<file path="config.mk">
export PLATFORM = sky130hd
export DESIGN_NAME = race_timer_flat
export DESIGN_NICKNAME = d
export VERILOG_FILES = /design/src/rtl/race_timer_if.sv /design/src/rtl/race_timer.sv /design/src/flat_wrapper.sv
export SDC_FILE = /design/constraint.sdc
export NUM_CORES = 1
export LEC_CHECK = 0
export CAP_MARGIN = 10
export CELL_PAD_IN_SITES_DETAIL_PLACEMENT = 1
export CELL_PAD_IN_SITES_GLOBAL_PLACEMENT = 2
export CORE_MARGIN = 3
export CORE_UTILIZATION = 34
export CTS_BUF_LIST = sky130_fd_sc_hd__clkbuf_4
export DETAILED_ROUTE_END_ITERATION = 10
export MAX_ROUTING_LAYER = met4
export PLACE_DENSITY = 0.86
export SLEW_MARGIN = 20
export SYNTH_ARGS = -nofsm -noshare
export SYNTH_HDL_FRONTEND = slang
export SYNTH_SLANG_ARGS = --single-unit
export TNS_END_PERCENT = 10
</file>
<file path="constraint.sdc">
create_clock -name pclk -period 6 [get_ports pclk]
set_clock_uncertainty 0.15 [all_clocks]
set_input_delay 1.8 -clock pclk [delete_from_list [all_inputs] [get_ports pclk]]
set_output_delay 1.8 -clock pclk [all_outputs]
set_load 0.05 [all_outputs]
</file>
<file path="src/rtl/race_timer_if.sv">
// rtl/race_timer_if.sv - race_timer control and status bundle
// Carries race control inputs and the per-car timing/status outputs.
interface race_timer_if #(
  parameter int NUM_CARS = 2,
  parameter int TIME_W   = 16
);
  logic                       start;
  logic                       stop;
  logic [NUM_CARS-1:0]        lap_finished;
  logic [NUM_CARS-1:0]        checkpoints_passed;
  logic [NUM_CARS*TIME_W-1:0] current_lap_time;
  logic [NUM_CARS*TIME_W-1:0] last_lap_time;
  logic [NUM_CARS*TIME_W-1:0] best_lap_time;
  logic [NUM_CARS*4-1:0]      lap_count;
  logic [NUM_CARS-1:0]        max_time_exceeded;
  logic [NUM_CARS-1:0]        car_finished;
  logic                       race_done;
  logic [2:0]                 winner;
  logic                       winner_valid;

  modport master (
    output start, stop, lap_finished, checkpoints_passed,
    input  current_lap_time, last_lap_time, best_lap_time, lap_count,
    input  max_time_exceeded, car_finished, race_done, winner, winner_valid
  );

  modport slave (
    input  start, stop, lap_finished, checkpoints_passed,
    output current_lap_time, last_lap_time, best_lap_time, lap_count,
    output max_time_exceeded, car_finished, race_done, winner, winner_valid
  );
endinterface

</file>
<file path="src/rtl/race_timer.sv">
// rtl/race_timer.sv - multi-car multi-lap race timer with shared timebase and winner detection
// Define RACE_TIMER_BCD_EN for packed-BCD time counting; default is plain binary.
module race_timer #(
  parameter int                NUM_CARS     = 2,
  parameter int                LAPS         = 3,
  parameter int                TICK_DIV     = 650000,
  parameter int                TIME_W       = 16,
  parameter logic [TIME_W-1:0] MAX_LAP_TIME = 16'h5999
) (
  input logic          pclk,
  input logic          rst,
  race_timer_if.slave  bus
);

  localparam int DIV_W = $clog2(TICK_DIV);

`ifdef RACE_TIMER_BCD_EN
  localparam logic [TIME_W-1:0] BEST_INIT = {(TIME_W/4){4'h9}};
`else
  localparam logic [TIME_W-1:0] BEST_INIT = '1;
`endif

  typedef enum logic [1:0] {S_IDLE, S_RUNNING, S_PAUSED, S_DONE} state_t;

  state_t              r_state;
  state_t              w_state_next;
  logic [DIV_W-1:0]    r_div;
  logic [TIME_W-1:0]   r_cur  [NUM_CARS];
  logic [TIME_W-1:0]   r_last [NUM_CARS];
  logic [TIME_W-1:0]   r_best [NUM_CARS];
  logic [3:0]          r_cnt  [NUM_CARS];
  logic [NUM_CARS-1:0] r_fin;
  logic [NUM_CARS-1:0] r_ot;
  logic                r_done;
  logic [2:0]          r_win;
  logic                r_wv;

  logic                w_running;
  logic                w_tick;
  logic [NUM_CARS-1:0] w_active;
  logic [NUM_CARS-1:0] w_valid;
  logic [NUM_CARS-1:0] w_fin_set;
  logic [TIME_W-1:0]   w_inc [NUM_CARS];
  logic [2:0]          w_first;

  function automatic logic [TIME_W-1:0] f_inc(input logic [TIME_W-1:0] v);
`ifdef RACE_TIMER_BCD_EN
    logic [TIME_W-1:0] r;
    logic              c;
    r = v;
    c = 1'b1;
    for (int d = 0; d < TIME_W/4; d++) begin
      if (c) begin
        if (r[d*4 +: 4] == 4'd9) begin
          r[d*4 +: 4] = 4'd0;
        end else begin
          r[d*4 +: 4] = r[d*4 +: 4] + 4'd1;
          c = 1'b0;
        end
      end
    end
    return r;
`else
    return v + TIME_W'(1);
`endif
  endfunction

  always_ff @(posedge pclk or posedge rst) begin
    if (rst) r_state <= S_IDLE;
    else     r_state <= w_state_next;
  end

  always_comb begin
    w_state_next = r_state;
    if (!bus.start) begin
      w_state_next = S_IDLE;
    end else begin
      case (r_state)
        S_IDLE:    w_state_next = S_RUNNING;
        S_RUNNING: begin
          if (r_done)        w_state_next = S_DONE;
          else if (bus.stop) w_state_next = S_PAUSED;
        end
        S_PAUSED:  if (!bus.stop) w_state_next = S_RUNNING;
        S_DONE:    w_state_next = S_DONE;
        default:   w_state_next = S_IDLE;
      endcase
    end
  end

  assign w_running = (r_state == S_RUNNING);
  assign w_tick    = w_running && (r_div == DIV_W'(TICK_DIV-1));

  always_ff @(posedge pclk or posedge rst) begin
    if (rst)                    r_div <= '0;
    else if (r_state == S_IDLE) r_div <= '0;
    else if (w_running)         r_div <= w_tick ? '0 : r_div + DIV_W'(1);
  end

  // A car stops timing once it has finished or gone overtime.
  always_comb begin
    w_active  = '0;
    w_valid   = '0;
    w_fin_set = '0;
    w_first   = 3'd0;
    for (int i = 0; i < NUM_CARS; i++) begin
      w_active[i]  = !r_fin[i] && !r_ot[i];
      w_valid[i]   = w_running && w_active[i] && bus.lap_finished[i] && bus.checkpoints_passed[i];
      w_fin_set[i] = w_valid[i] && (r_cnt[i] == 4'(LAPS-1));
      w_inc[i]     = f_inc(r_cur[i]);
    end
    for (int i = NUM_CARS-1; i >= 0; i--) begin
      if (w_fin_set[i]) w_first = 3'(i);
    end
  end

  always_ff @(posedge pclk or posedge rst) begin
    if (rst) begin
      for (int i = 0; i < NUM_CARS; i++) begin
        r_cur[i]  <= '0;
        r_last[i] <= '0;
        r_best[i] <= BEST_INIT;
        r_cnt[i]  <= 4'd0;
      end
      r_fin <= '0;
      r_ot  <= '0;
    end else if (r_state == S_IDLE) begin
      for (int i = 0; i < NUM_CARS; i++) begin
        r_cur[i] <= '0;
        r_cnt[i] <= 4'd0;
      end
      r_fin <= '0;
      r_ot  <= '0;
    end else begin
      for (int i = 0; i < NUM_CARS; i++) begin
        if (w_valid[i]) begin
          r_last[i] <= r_cur[i];
          if (r_cur[i] < r_best[i]) r_best[i] <= r_cur[i];
          r_cur[i] <= '0;
          r_cnt[i] <= r_cnt[i] + 4'd1;
          if (w_fin_set[i]) r_fin[i] <= 1'b1;
        end else if (w_tick && w_active[i]) begin
          if (w_inc[i] >= MAX_LAP_TIME) begin
            r_cur[i] <= MAX_LAP_TIME;
            r_ot[i]  <= 1'b1;
          end else begin
            r_cur[i] <= w_inc[i];
          end
        end
      end
    end
  end

  // Only the first finishing cycle names the winner; ties go to the lowest index.
  always_ff @(posedge pclk or posedge rst) begin
    if (rst) begin
      r_win  <= 3'd0;
      r_wv   <= 1'b0;
      r_done <= 1'b0;
    end else if (r_state == S_IDLE) begin
      r_win  <= 3'd0;
      r_wv   <= 1'b0;
      r_done <= 1'b0;
    end else begin
      if (!r_wv && (|w_fin_set)) begin
        r_win <= w_first;
        r_wv  <= 1'b1;
      end
      r_done <= &(r_fin | r_ot);
    end
  end

  for (genvar g = 0; g < NUM_CARS; g++) begin : g_out
    assign bus.current_lap_time[g*TIME_W +: TIME_W] = r_cur[g];
    assign bus.last_lap_time[g*TIME_W +: TIME_W]    = r_last[g];
    assign bus.best_lap_time[g*TIME_W +: TIME_W]    = r_best[g];
    assign bus.lap_count[g*4 +: 4]                  = r_cnt[g];
  end

  assign bus.max_time_exceeded = r_ot;
  assign bus.car_finished      = r_fin;
  assign bus.race_done         = r_done;
  assign bus.winner            = r_win;
  assign bus.winner_valid      = r_wv;

endmodule

</file>
<file path="src/flat_wrapper.sv">
// flat-port wrapper written by rule: the top's interface ports become plain ports
module race_timer_flat 
#(
  parameter int                NUM_CARS     = 2,
  parameter int                LAPS         = 3,
  parameter int                TICK_DIV     = 650000,
  parameter int                TIME_W       = 16,
  parameter logic [TIME_W-1:0] MAX_LAP_TIME = 16'h5999
)
  (pclk, rst, bus_start, bus_stop, bus_lap_finished, bus_checkpoints_passed, bus_current_lap_time, bus_last_lap_time, bus_best_lap_time, bus_lap_count, bus_max_time_exceeded, bus_car_finished, bus_race_done, bus_winner, bus_winner_valid);
  race_timer_if #(.NUM_CARS(NUM_CARS), .TIME_W(TIME_W)) bus_i ();
  input logic pclk;
  input logic rst;
  input wire logic [$bits(bus_i.start)-1:0] bus_start;
  input wire logic [$bits(bus_i.stop)-1:0] bus_stop;
  input wire logic [$bits(bus_i.lap_finished)-1:0] bus_lap_finished;
  input wire logic [$bits(bus_i.checkpoints_passed)-1:0] bus_checkpoints_passed;
  output wire logic [$bits(bus_i.current_lap_time)-1:0] bus_current_lap_time;
  output wire logic [$bits(bus_i.last_lap_time)-1:0] bus_last_lap_time;
  output wire logic [$bits(bus_i.best_lap_time)-1:0] bus_best_lap_time;
  output wire logic [$bits(bus_i.lap_count)-1:0] bus_lap_count;
  output wire logic [$bits(bus_i.max_time_exceeded)-1:0] bus_max_time_exceeded;
  output wire logic [$bits(bus_i.car_finished)-1:0] bus_car_finished;
  output wire logic [$bits(bus_i.race_done)-1:0] bus_race_done;
  output wire logic [$bits(bus_i.winner)-1:0] bus_winner;
  output wire logic [$bits(bus_i.winner_valid)-1:0] bus_winner_valid;
  assign bus_i.start = bus_start;
  assign bus_i.stop = bus_stop;
  assign bus_i.lap_finished = bus_lap_finished;
  assign bus_i.checkpoints_passed = bus_checkpoints_passed;
  assign bus_current_lap_time = bus_i.current_lap_time;
  assign bus_last_lap_time = bus_i.last_lap_time;
  assign bus_best_lap_time = bus_i.best_lap_time;
  assign bus_lap_count = bus_i.lap_count;
  assign bus_max_time_exceeded = bus_i.max_time_exceeded;
  assign bus_car_finished = bus_i.car_finished;
  assign bus_race_done = bus_i.race_done;
  assign bus_winner = bus_i.winner;
  assign bus_winner_valid = bus_i.winner_valid;
  race_timer #(.NUM_CARS(NUM_CARS), .LAPS(LAPS), .TICK_DIV(TICK_DIV), .TIME_W(TIME_W), .MAX_LAP_TIME(MAX_LAP_TIME)) u_core (.pclk(pclk), .rst(rst), .bus(bus_i));
endmodule
</file>
==> results.sh, run 1 <==
export IMPL_cts_resized=0
export IMPL_synth_seq_cells=133
export IMPL_via_per_inst=5.341
export IMPL_ys_flop_type="dfrtp_1"
export IMPL_first_iter_violations=385
export IMPL_holdBufCountCts=0
export IMPL_synth_warnings=0
export IMPL_cts_root_buf="clkbuf_4"
export IMPL_totalWireLength_um=22390
export IMPL_setup_viol=0
export IMPL_wl_per_cell_um=18.46
export IMPL_drive_gt1_share_pct=13.84
export IMPL_postLayoutCellArea_mm2=0.009278
export IMPL_place_hpwl_um=15510
export IMPL_place_congestion=0.8111
export IMPL_area_delta_synth_final_pct=21.72
export IMPL_setup_ws_ns=1.875
export IMPL_nets=968
export IMPL_status="completed"
export IMPL_hold_violations=0
export IMPL_cts_buffers=17
export IMPL_io_buffer_count=118
export IMPL_period_needed_ns=4.125
export IMPL_place_ws_ns=1.613
export IMPL_fin_crit_sh_pct=68.75
export IMPL_tightest_slew_ns=1.026
export IMPL_antenna_found_initial=1
export IMPL_rows=54
export IMPL_path_max_fanout=13
export IMPL_endpoint_kind="primary output"
export IMPL_hp_class="reg -> reg"
export IMPL_critPathKind="reg -> out"
export IMPL_cp_start_kind="flop"
export IMPL_met1_length_um=10430
export IMPL_wl_met3_um=789
export IMPL_place_area_mm2=0.009002
export IMPL_dpl_cell_count=1180
export IMPL_grt_max_degree=82
export IMPL_grt_overflow_total=0
export IMPL_final_antenna_net_count=0
export IMPL_synth_edf_count=0
export IMPL_nFillCells=2526
export IMPL_clk_pin_slew_ns=0.13
export IMPL_critical_path_max_stage_delay_ns=0.91
export IMPL_power_leakage_uw=0.003865
export IMPL_yosysUniqueCellTypes=71
export IMPL_maxCapViolCount=0
export IMPL_die_h_um=155.7
export IMPL_synth_area_leader_cell="dfrtp_1"
export IMPL_timing_critical_path_buf_inv=1
export IMPL_cts_tree="built"
export IMPL_dr_pass1_iters=4
export IMPL_grt_usage_pct=19.53
export IMPL_top_layer_used="met4"
export IMPL_clock_sinks=133
export IMPL_grt_pass1_vias=6650
export IMPL_crit_slowest_cell="clkdlybuf4s50_1"
export IMPL_cp_cell_sequence="clkdlybuf4s50_1"
export IMPL_dieArea_mm2=0.02425
export IMPL_vias=6479
export IMPL_grt_pass1_wl_um=36890
export IMPL_drv_slew=0
export IMPL_maxSlewHeadroom_pct=31.38
export IMPL_core_area_mm2=0.02196
export IMPL_synthTopCellsByArea="dfrtp_1 (33%), dfstp_2 (11%), nand2_1 (6.9%)"
export IMPL_async_flop_share_pct=100.0
export IMPL_synthDominantCellAreaShare_pct=33.16
export IMPL_crit_family="buffers and inverters"
export IMPL_syn_area_mm2=0.007622
export IMPL_insertion_delay_ns=0.55
export IMPL_fmax_mhz=242.4
export IMPL_seq_area_frac_synth_pct=44.19
export IMPL_cts_buffer_depth=2
export IMPL_io_pins=121
export IMPL_syn_inst=825
export IMPL_rsz0062_at_grt="no"
export IMPL_cts_setup_buffers=0
export IMPL_critPathArrivalTime_ns=2.17
export IMPL_die_w_um=155.7
export IMPL_initial_utilization_pct=34.71
export IMPL_wl_met2_um=10910
export IMPL_tns_ns=0
export IMPL_synth_avg_cell_area_um2=9.239
export IMPL_crit_required_ns=4.05
export IMPL_power_density_mw_per_mm2=187.1
export IMPL_htreeDepth=4
export IMPL_drc=0
export IMPL_final_cells=1213
export IMPL_ir_worst_vdd_v=0.0001158
export IMPL_fin_util_pct=42.25
flip-flops by register name, indices dropped and copies added, names as in the netlist:
signal                        flops
u_core.bus.winner                 1
u_core.bus.lap_count              8
u_core.bus.max_time_exceeded      2
u_core.bus.winner_valid           1
u_core.r_state                    2
u_core.bus.race_done              1
u_core.bus.current_lap_time      32
u_core.bus.best_lap_time         32
u_core.bus.last_lap_time         32
u_core.r_div                     20
u_core.bus.car_finished           2
cell usage in the layout, fill, tap and decap left out, types with 5 or more instances in the layout:
cell / Yosys / final
ha_1: 41 / 41
o2111ai_1: 6 / 6
buf_4: 4 / 11
o21ai_0: 61 / 61
clkdlybuf4s50_1: 0 / 118
nand4_1: 24 / 24
and2_1: 6 / 6
o211ai_2: 6 / 6
mux2i_1: 5 / 5
nand3_1: 35 / 35
nand2b_1: 7 / 7
nand2_1: 140 / 140
dfstp_2: 32 / 32
nor3_1: 12 / 12
o31ai_1: 12 / 12
xor2_1: 9 / 9
and3_1: 12 / 12
dfrtp_1: 101 / 101
xnor2_1: 10 / 10
mux2_2: 32 / 32
a21oi_1: 15 / 15
nor4_1: 10 / 9
or3_1: 5 / 5
clkinv_2: 0 / 6
inv_1: 44 / 43
a21o_1: 15 / 15
nor2_1: 46 / 46
nor2b_1: 11 / 11
clkbuf_4: 0 / 17
synthesized netlist by cell type (all sizes together) (13+ instances only):
library cell and number:
a21o 15, nor2 46, o21ai 65, o31ai 13
buf 16, a21oi 15, inv 44, nand4 24
dfrtp 101, nand3 36, clkbuf 39, nand2 140
ha 41, dfstp 32, mux2 33
worst paths after layout:
check,cells past startpoint,startpoint,to,slack (ns)
setup / recovery,1,u_core.bus.current_lap_time[23],bus_current_lap_time[23],1.88
hold / removal,2,u_core.bus.last_lap_time[11],u_core.bus.last_lap_time[11],0.34
setup reg to reg,7,u_core.r_state[1],u_core.bus.best_lap_time[30],2.21
hold reg to reg,2,u_core.bus.last_lap_time[11],u_core.bus.last_lap_time[11],0.34
max in group asynchronous,3,rst,u_core.bus.best_lap_time[11],3.12
min in group asynchronous,2,rst,u_core.bus.last_lap_time[7],1.61
metrics by stage:
stage,hold WS [ns],power (uW)
floorplan,0.3123,1081
CTS,0.3484,1760
detailed placement,0.3188,1144
finish,0.3414,1736
global route,0.3655,1823
global placement,0.3078,1141
power by group:
| part | total, uW | switching, uW | internal (uW) |
|---|---|---|---|
| clock | 611 | 368 | 242 |
| sequential | 934 | 16.5 | 917 |
| combinational | 191 | 128 | 63.0 |
| total | 1740 | 513 | 1220 |
layout make-up:
class / count / area (um^2) / area share [%]
diodes: 1 / 2.502 / 0.02697
clock buffers: 17 / 127.6 / 1.376
clock inverters: 15 / 136.4 / 1.470
inverters: 44 / 170.2 / 1.834
multi-input cells: 594 / 3859 / 41.59
flip-flops and latches: 133 / 3368 / 36.30
well taps: 280 / 350.3 / 3.776
repair buffers: 129 / 1264 / 13.62
kinds of logic (layout without fill, tap and decap cells):
group	Yosys count	count (layout)	synth area share, %
AOI/OAI and AO/OA	163	163	14.82
xor gates and xnor gates	19	19	2.183
adders and majority gates	41	41	6.730
buffers and inverters	99	205	5.433
DFF	133	133	44.19
muxes	38	38	5.581
other	1	3	0.04920
and+or+nand+nor	331	331	21.01
layer usage:
layer	global-route usage, %	vias to the layer above
met1	25.25	3237
met3	4.272	21
met4	4.331	0
met5	-	-
met2	31.62	123
li1	-	3098
(Power assumes the default switching activity.)
==> run 2: changes to the inputs <==
- CORE_UTILIZATION: 34 -> 31
- PLACE_DENSITY: 0.86 -> 0.82
- clock period: 6 -> 3.6 ns (I/O delays scaled with it)
==> results.sh, run 2 (same netlist as run 1, synthesis figures left out) <==
export IMPL_status="completed"
export IMPL_grt_pass1_wl_um=37930
export IMPL_hp_start="u_core.bus.last_lap_time[3]"
export IMPL_die_h_um=162.8
export IMPL_initial_utilization_pct=32.00
export IMPL_totalWireLength_um=23080
export IMPL_rows=56
export IMPL_place_congestion=0.8164
export IMPL_whs_path_depth=2
export IMPL_holdBufCountCts=0
export IMPL_maxCapViolCount=0
export IMPL_hold_end="u_core.bus.last_lap_time[3]"
export IMPL_fin_crit_sh_pct=93.55
export IMPL_die_w_um=162.8
export IMPL_io_buffer_count=118
export IMPL_grt_overflow_total=0
export IMPL_first_iter_violations=258
export IMPL_critPathKind="reg -> out"
export IMPL_drive_gt1_share_pct=16.89
export IMPL_rr_worst_depth=8
export IMPL_fmax_mhz=296.9
export IMPL_rsz0062_at_grt="no"
export IMPL_mostFrequentLayoutCells="nand2_1 (140), clkdlybuf4s50_1 (118), dfrtp_1 (101), o21ai_0 (61), nor2_1 (46)"
export IMPL_tns_ns=0
export IMPL_insertion_delay_ns=0.57
export IMPL_grt_usage_pct=18.45
export IMPL_path_max_fanout=10
export IMPL_place_hpwl_um=16710
export IMPL_finalPower_uw=2883
export IMPL_worstReg2RegEnd="u_core.bus.current_lap_time[27]"
export IMPL_cp_start_kind="flop"
export IMPL_drv_slew=0
export IMPL_r2r_start="u_core.bus.current_lap_time[17]"
export IMPL_power_density_mw_per_mm2=300.5
export IMPL_antenna_found_initial=1
export IMPL_regToRegSetupSlack_ns=0.30
export IMPL_fin_hold_ws_ns=0.3393
export IMPL_cts_resized=0
export IMPL_layout_commonest_cell="nand2_1"
export IMPL_place_ws_ns=0.1679
export IMPL_core_area_mm2=0.02382
export IMPL_dr_pass1_iters=4
export IMPL_power_leakage_uw=0.004025
export IMPL_htreeDepth=4
export IMPL_via_per_inst=5.168
export IMPL_hp_class="reg -> reg"
export IMPL_grt_pass1_vias=6894
export IMPL_tightest_slew_ns=0.7257
export IMPL_setup_ws_ns=0.2323
export IMPL_vias=6641
export IMPL_critPathArrivalTime_ns=2.14
export IMPL_io_pins=121
export IMPL_final_antenna_net_count=0
export IMPL_wl_per_cell_um=17.96
export IMPL_crit_slowest_cell="clkdlybuf4s50_1"
export IMPL_cts_buffers=17
export IMPL_clk_pin_slew_ns=0.12
export IMPL_cts_setup_buffers=0
export IMPL_crit_required_ns=2.37
export IMPL_cts_tree="built"
export IMPL_endpoint_kind="primary output"
export IMPL_critical_path_max_stage_delay_ns=0.80
export IMPL_period_needed_ns=3.368
export IMPL_nets=1001
export IMPL_cts_buffer_depth=2
export IMPL_dpl_cell_count=1252
export IMPL_drc=0
export IMPL_clock_sinks=133
export IMPL_area_delta_synth_final_pct=25.85
export IMPL_hold_violations=0
export IMPL_cp_cell_sequence="buf_4 > clkdlybuf4s50_1"
export IMPL_ir_worst_vdd_v=0.0001583
export IMPL_maxSlewHeadroom_pct=51.17
export IMPL_final_cells=1285
export IMPL_dieArea_mm2=0.02651
export IMPL_grt_max_degree=103
export IMPL_setup_viol=0
export IMPL_cts_root_buf="clkbuf_4"
==> run 2: worst max-delay path by stage <==
| stage | startpoint | endpoint | slack [ns] |
|---|---|---|---|
| floorplan | u_core.bus.current_lap_time[0] | u_core.bus.current_lap_time[0] | 0.36 |
| global placement | u_core.bus.current_lap_time[0] | u_core.bus.current_lap_time[3] | 0.24 |
| detailed placement | u_core.bus.current_lap_time[17] | u_core.bus.max_time_exceeded[1] | 0.17 |
| CTS | u_core.bus.current_lap_time[17] | u_core.bus.max_time_exceeded[1] | 0.13 |
| global route | u_core.bus.current_lap_time[17] | u_core.bus.current_lap_time[24] | 0.01 |
| finish | u_core.bus.current_lap_time[2] | bus_current_lap_time[2] | 0.23 |
==> run 2: worst max-delay path: cells and delay by family (launching register included) <==
| family | cells | cell delay, ns |
|---|---|---|
| buf+inv | 2 | 1.01 |
| flops | 1 | 0.56 |
==> run 2: where the power goes <==
group	switching [uW]	internal (uW)	total, uW
Sequential	21.3	1530	1550
Clock	571	422	992
Combinational	226	115	341
Total	818	2060	2880
==> run 2: per-layer routing <==
layer  GRT usage (%)  vias to the layer above  routed length (um)
li1                -                     3163                   -
met1           24.09                     3330               10860
met2           29.35                      127               11080
met3           3.306                       21                 854
met4           5.613                        0                 295
met5               -                        -                   0
==> run 2: cell type report <==
type / instances / area, um^2
fill: 2776 / 14230
timing repair buffer: 162 / 1524
clock inverter: 12 / 113.9
clock buffer: 20 / 150.1
sequential: 133 / 3368
inverter: 44 / 168.9
tap: 319 / 399.1
multi-input combinational: 594 / 3866
antenna: 1 / 2.502
==> run 2: per-stage QoR <==
stage | utilization (%) | instance area, um^2
2_1_floorplan | - | 7630
3_3_place_gp | 39.11 | 9316
3_5_place_dp | 39.11 | 9316
4_1_cts | 40.22 | 9580
5_1_grt | 40.27 | 9593
6_report | 40.27 | 9593
